$ cat config.mk
export PLATFORM = sky130hd
export DESIGN_NAME = ctrl_subrutina
export DESIGN_NICKNAME = d
export VERILOG_FILES = /design/src/rtl/ctrl_subrutina.sv
export SDC_FILE = /design/constraint.sdc
export NUM_CORES = 1
export LEC_CHECK = 0
export ABC_AREA = 1
export CORE_UTILIZATION = 30
export CTS_CLUSTER_SIZE = 24
export DETAILED_ROUTE_END_ITERATION = 8
export GPL_TIMING_DRIVEN = 0
export PLACE_DENSITY = 0.64
export SLEW_MARGIN = 15
export SYNTH_ARGS = -nofsm -noshare
export SYNTH_HDL_FRONTEND = slang
export SYNTH_SLANG_ARGS = --single-unit
$ cat constraint.sdc
create_clock -name clk -period 1.75 [get_ports clk]
set_input_delay 0.175 -clock clk [delete_from_list [all_inputs] [get_ports clk]]
set_output_delay 0.175 -clock clk [all_outputs]
set_load 0.005 [all_outputs]
$ cat src/rtl/ctrl_subrutina.sv
// ctrl_subrutina: call/return sequencer driving the hardware stack.
// Define CTRL_SUBR_PROF_EN for depth tracking, overflow/underflow flags and ERROR.
module ctrl_subrutina #(
    parameter int WIDTH     = 10,
    parameter int PROF_MAX  = 16,
    parameter int PROF_BITS = 5
) (
    input  logic                 clk,
    input  logic                 reset,
    input  logic                 call,
    input  logic                 ret,
    input  logic [WIDTH-1:0]     pc_ret,
    input  logic [WIDTH-1:0]     dest_call,
    input  logic [WIDTH-1:0]     salida_pila,
    output logic                 weSP,
    output logic                 push,
    output logic                 pop,
    output logic [WIDTH-1:0]     dato_pila,
    output logic [WIDTH-1:0]     nuevo_pc,
    output logic                 pc_valido,
    output logic                 stall,
    output logic [PROF_BITS-1:0] profundidad,
    output logic                 err_desbordamiento,
    output logic                 err_vacia
);

`ifdef CTRL_SUBR_PROF_EN
    typedef enum logic [2:0] {IDLE, PUSH, POP, SALTO, ERROR} state_t;
`else
    typedef enum logic [1:0] {IDLE, PUSH, POP, SALTO} state_t;
`endif

    localparam logic [PROF_BITS-1:0] PROF_LIM = PROF_BITS'(PROF_MAX);

    state_t           state_q, state_d;
    logic [WIDTH-1:0] ret_addr_q, ret_addr_d;
    logic [WIDTH-1:0] target_q, target_d;
    logic [WIDTH-1:0] nuevo_pc_q, nuevo_pc_d;

`ifdef CTRL_SUBR_PROF_EN
    logic [PROF_BITS-1:0] prof_q, prof_d;
    logic                 err_o_q, err_o_d;
    logic                 err_v_q, err_v_d;

    always_ff @(posedge clk) begin
        if (!reset) begin
            prof_q  <= '0;
            err_o_q <= 1'b0;
            err_v_q <= 1'b0;
        end else begin
            prof_q  <= prof_d;
            err_o_q <= err_o_d;
            err_v_q <= err_v_d;
        end
    end

    assign profundidad        = prof_q;
    assign err_desbordamiento = err_o_q;
    assign err_vacia          = err_v_q;
`else
    logic [PROF_BITS-1:0] unused_prof_lim;

    assign unused_prof_lim    = PROF_LIM;
    assign profundidad        = '0;
    assign err_desbordamiento = 1'b0;
    assign err_vacia          = 1'b0;
`endif

    always_ff @(posedge clk) begin
        if (!reset) begin
            state_q    <= IDLE;
            ret_addr_q <= '0;
            target_q   <= '0;
            nuevo_pc_q <= '0;
        end else begin
            state_q    <= state_d;
            ret_addr_q <= ret_addr_d;
            target_q   <= target_d;
            nuevo_pc_q <= nuevo_pc_d;
        end
    end

    assign dato_pila = ret_addr_q;

    always_comb begin
        state_d    = state_q;
        ret_addr_d = ret_addr_q;
        target_d   = target_q;
        nuevo_pc_d = nuevo_pc_q;
        nuevo_pc   = nuevo_pc_q;
        weSP       = 1'b0;
        push       = 1'b0;
        pop        = 1'b0;
        pc_valido  = 1'b0;
        stall      = 1'b0;
`ifdef CTRL_SUBR_PROF_EN
        prof_d     = prof_q;
        err_o_d    = err_o_q;
        err_v_d    = err_v_q;
`endif
        unique case (state_q)
            IDLE: begin
                // call has priority; a simultaneous ret is dropped
                if (call) begin
`ifdef CTRL_SUBR_PROF_EN
                    if (prof_q == PROF_LIM) begin
                        state_d = ERROR;
                        err_o_d = 1'b1;
                    end else
`endif
                    begin
                        ret_addr_d = pc_ret;
                        target_d   = dest_call;
                        state_d    = PUSH;
                    end
                end else if (ret) begin
`ifdef CTRL_SUBR_PROF_EN
                    if (prof_q == '0) begin
                        state_d = ERROR;
                        err_v_d = 1'b1;
                    end else
`endif
                    begin
                        state_d = POP;
                    end
                end
            end
            PUSH: begin
                push    = 1'b1;
                weSP    = 1'b1;
                stall   = 1'b1;
                state_d = SALTO;
`ifdef CTRL_SUBR_PROF_EN
                prof_d  = prof_q + PROF_BITS'(1);
`endif
            end
            POP: begin
                pop      = 1'b1;
                weSP     = 1'b1;
                stall    = 1'b1;
                target_d = salida_pila;
                state_d  = SALTO;
`ifdef CTRL_SUBR_PROF_EN
                prof_d   = prof_q - PROF_BITS'(1);
`endif
            end
            SALTO: begin
                nuevo_pc   = target_q;
                nuevo_pc_d = target_q;
                pc_valido  = 1'b1;
                stall      = 1'b1;
                state_d    = IDLE;
            end
`ifdef CTRL_SUBR_PROF_EN
            ERROR: begin
                stall = 1'b1;
            end
`endif
            default: begin
                state_d = IDLE;
            end
        endcase
    end

endmodule
After elaboration in Yosys (flattened, before gate mapping)
Cells that the tools add are included.

Flip-flop bits (word level): 32. Input port bits: 34. Output and inout port bits: 32. Word-level logic and storage cells: 26.

Equal/unequal tests: 5. Muxes and demuxes: 11. Reduce and logical (&&, ||, !) cells: 6.

Operators by type and width (number): 10-bit two-way mux (2); 10-bit one-hot mux with 2 select lines (1); 2-bit one-hot mux with 3 select lines (1); 1-bit two-way mux (5); 2-bit equality test, second input constant (2); 2-bit two-way mux (2); 2-bit AND reduction (2); 3-bit != test, second input constant (1); 3-bit OR reduction (1); 2-bit by 1-bit equality test with 1-bit output, second input constant (1); 2-bit logical NOT (1); 2-bit != test, second input constant (1); 2-bit nonzero test (1); 2-bit OR reduction (1).

Longest topological paths before layout
Depth after elaboration: 3. Gate-level depth with buffers: 8. Mapped depth without buffers: 7.

Worst setup path after synthesis
No wires, ideal clock.

Kind: register to register. Start: register state_q[0]. End: register ret_addr_q[0], in the netlist dato_pila[0]. Setup time: 116 ps. Arrival: 1092 ps. Required time: 1634 ps. Path slack: 542 ps. Cell stages (with the launch flop): 7. Path buffers: 0. Clock period less this slack: 1208 ps. Cells stage by stage: dfxtp_1 > inv_1 > ha_1 > nand2_2 > clkinv_1 > nor2_1 > nor2_1.

Cells in the longest elaborated chain, start to end: 2.

RTL lines: from (decl) (RTL line 35) `state_t state_q, state_d;`; from (signal assigned) (RTL line 76) `state_q <= state_d;`; 2-bit logical NOT (RTL line 101) `unique case (state_q)`; 2-bit AND reduction (no line); to (signal assigned) (RTL line 77) `ret_addr_q <= ret_addr_d;`; to (decl) (RTL line 36) `logic [WIDTH-1:0] ret_addr_q, ret_addr_d;`.

No other way between the ends. A chain may end at the register's enable or synchronous reset.

Worst setup path in the final report
Start: register state_q[0]. End: output port nuevo_pc[5].

Cells in the longest elaborated chain, start to end: 2.

RTL lines: 2-bit equality test (RTL line 101); 10-bit two-way mux; to (decl) (RTL line 19) `output logic [WIDTH-1:0] nuevo_pc,`.

No other way between the ends.

==> reports/results.txt <==
die height - 73.30 µm
Synth area leaders - dfxtp_1 (42%), nand2_1 (19%), nor2_1 (11%)
CTS tree - done
Post-Syn Area per Cell - 6.603 µm²
power density cells - 1004 nW/µm²
gpl congestion - 0.7665
Netlist cell types - 16
#FFs+latches synth - 32
Wirelength per Cell - 9.925 µm
final wirelength - 3722 µm
htree depth - 2
CP required - 1.57 ns
Hold Path Stages - 2
starting DRC count in detailed routing - 72
Final Skew - 0.002159 ns
placed cell areas - 2212 µm²
area of the core - 4817 µm²
Post-DP HPWL - 2694 µm
n_diodes - 0
layout cell share with drive strength beyond 1 - 0.1299
min-delay worst type - reg -> reg
DR top layer - met4
M1 WL - 1693 µm
Worst-path clk slew - 0.06 ns
Area growth syn-to-layout - 58.24%
Fmax - 0.5989 GHz
kind of critical path - reg -> out
GRT overflow - 0
chip width - 73.30 µm
root buffer cell - clkbuf_8
met2 WL post-DR - 1832 µm
Num Clock Sinks - 32
Setup TNS Final - 0 ns
routed length on met3 - 148 µm
overall power - 2424 µW
First-pass DRT Iterations - 4
post-route core utilization - 0.5010
Storage cell area - 648.1 µm²
Lkg Pwr - 0.001242 µW
Final setup viols - 0
Post-Layout Inst Area - 2414 µm²
startpoint types - flop
number of hold violations in the final report - 0
post-synth top area cell - dfxtp_1
pin count of the biggest net entering global routing - 11
Die Area - 5373 µm²
WP data arrival - 1.49 ns
Final period util - 0.9541
Remaining DRCs - 0
Routed Antenna Nets - 0
vias per cell - 4.152
gr usage total - 0.1514
Port Buffer Count - 58
Clock Path Buffers - 2
Ports - 66
Clock Latency Late Sink - 0.28 ns
number of global-route vias before repair - 1392
count of pins over their slew limit - 0
smallest hold slack - 0.4648 ns
worst vdd ir - 0.4440 mV
CP Max Fanout - 7
initial antenna violation count - 0
Nets - 347
initial core utilization - 0.3166
area of the multi-input gates - 767.0 µm²
via count - 1557
top-area cell type share of the netlist area - 0.4200
first-pass GRT wire length - 6113 µm
CTS Buf Count - 5
Tmin final - 1.670 ns
Cells after Synth - 231
sequential-to-total area share from yosys stat - 0.4200
yosys warns - 0
Placement Rows - 25
Cell Area, Synth - 1525 µm²
status - finished, final reports clean
number of fill cells - 514
max cap viols - 0
R2R depth - 7
endpoint class of the critical path - output port
## path summary, 6_finish.rpt
kind | start | endpoint | slack, ns
worst max-delay path | state_q[0] | nuevo_pc[5] | 0.08
worst min-delay path | nuevo_pc_q[8] | nuevo_pc_q[8] | 0.46
worst max register to register | state_q[0] | dato_pila[0] | 0.24
worst min register to register | nuevo_pc_q[8] | nuevo_pc_q[8] | 0.46
## cells by family after synthesis
family	count (synthesis)	synth area share
other	1	0.002459
adder cells (fa/ha/maj)	5	0.04102
flip-flops	32	0.4200
AO/OA/AOI/OAI	20	0.06562
AND/OR/NAND/NOR	140	0.3593
buffers and inverters	33	0.1116
## cell usage after synthesis
master / number
nand3_1: 12
o21ai_0: 9
o21ai_1: 1
conb_1: 1
dfxtp_1: 32
clkinv_1: 3
nor2_1: 46
ha_1: 5
nand2_2: 3
nand2_1: 79
inv_1: 16
clkbuf_2: 2
a21oi_1: 10
buf_2: 2
buf_6: 1
buf_4: 9
## timing repair
item,in CTS,in global routing
hold buffers,0,0
pin swaps,0,2
gates resized for setup,16,15
setup buffers,1,5
setup endpoints to repair,11,6
## power breakdown
group          total (µW)  switching [µW]  internal, µW  leakage, µW
Sequential            915            65.2           850     0.000264
Clock                 604             254           350    0.0000503
Combinational         905             443           462     0.000927
## critical path, cell delays in order (launching register included)
cell and delay, ns:
dfxtp_4 0.36, ha_4 0.18, buf_8 0.13, buf_4 0.14, nand2_1 0.09, nand2_1 0.06, dlygate4sd2_1 0.25
## layout by cell type (no fill, tap or decap)
cell	Yosys	routed
ha_1	5	2
o21ai_0	9	9
inv_2	0	2
clkbuf_8	0	7
nor2_1	46	46
dfxtp_4	0	2
buf_2	2	1
buf_6	1	1
o21ai_1	1	1
dfxtp_1	32	30
nand2_1	79	78
conb_1	1	7
ha_2	0	1
ha_4	0	2
inv_1	16	13
buf_8	0	1
a21oi_1	10	10
dlygate4sd2_1	0	7
buf_4	9	15
clkinv_1	3	2
clkinvlp_4	0	1
clkbuf_2	2	2
nand2_2	3	4
inv_6	0	1
dlymetal6s2s_1	0	5
nand3_1	12	12
clkdlybuf4s50_1	0	46
## per-layer routing
metal | vias to the layer above | GRT usage
li1 | 841 | -
met1 | 674 | 0.1891
met2 | 35 | 0.2521
met3 | 7 | 0.04115
met4 | 0 | 0.05128
met5 | - | 0
## registers in the layout (all words and copies together), names as in the netlist
register / flops
state_q: 2
dato_pila: 10
nuevo_pc_q: 10
target_q: 10
## area by class of cell
class	instances	share of cell area
buffer	14	0.04510
clock buffer	7	0.03992
inverter	19	0.03318
multi-input combinational	172	0.3178
sequential	32	0.2685
tap	67	0.03473
timing repair buffer	64	0.2608
## through the flow
| stage | cells | setup slack (ns) |
|---|---|---|
| 2_1_floorplan | 237 | 0.5419 |
| 3_3_place_gp | 362 | 0.04827 |
| 3_5_place_dp | 362 | 0.01983 |
| 4_1_cts | 370 | -0.01736 |
| 5_1_grt | 375 | -0.005407 |
| 6_report | 375 | 0.08031 |
Note: power is estimated with default switching activity, not from simulation.
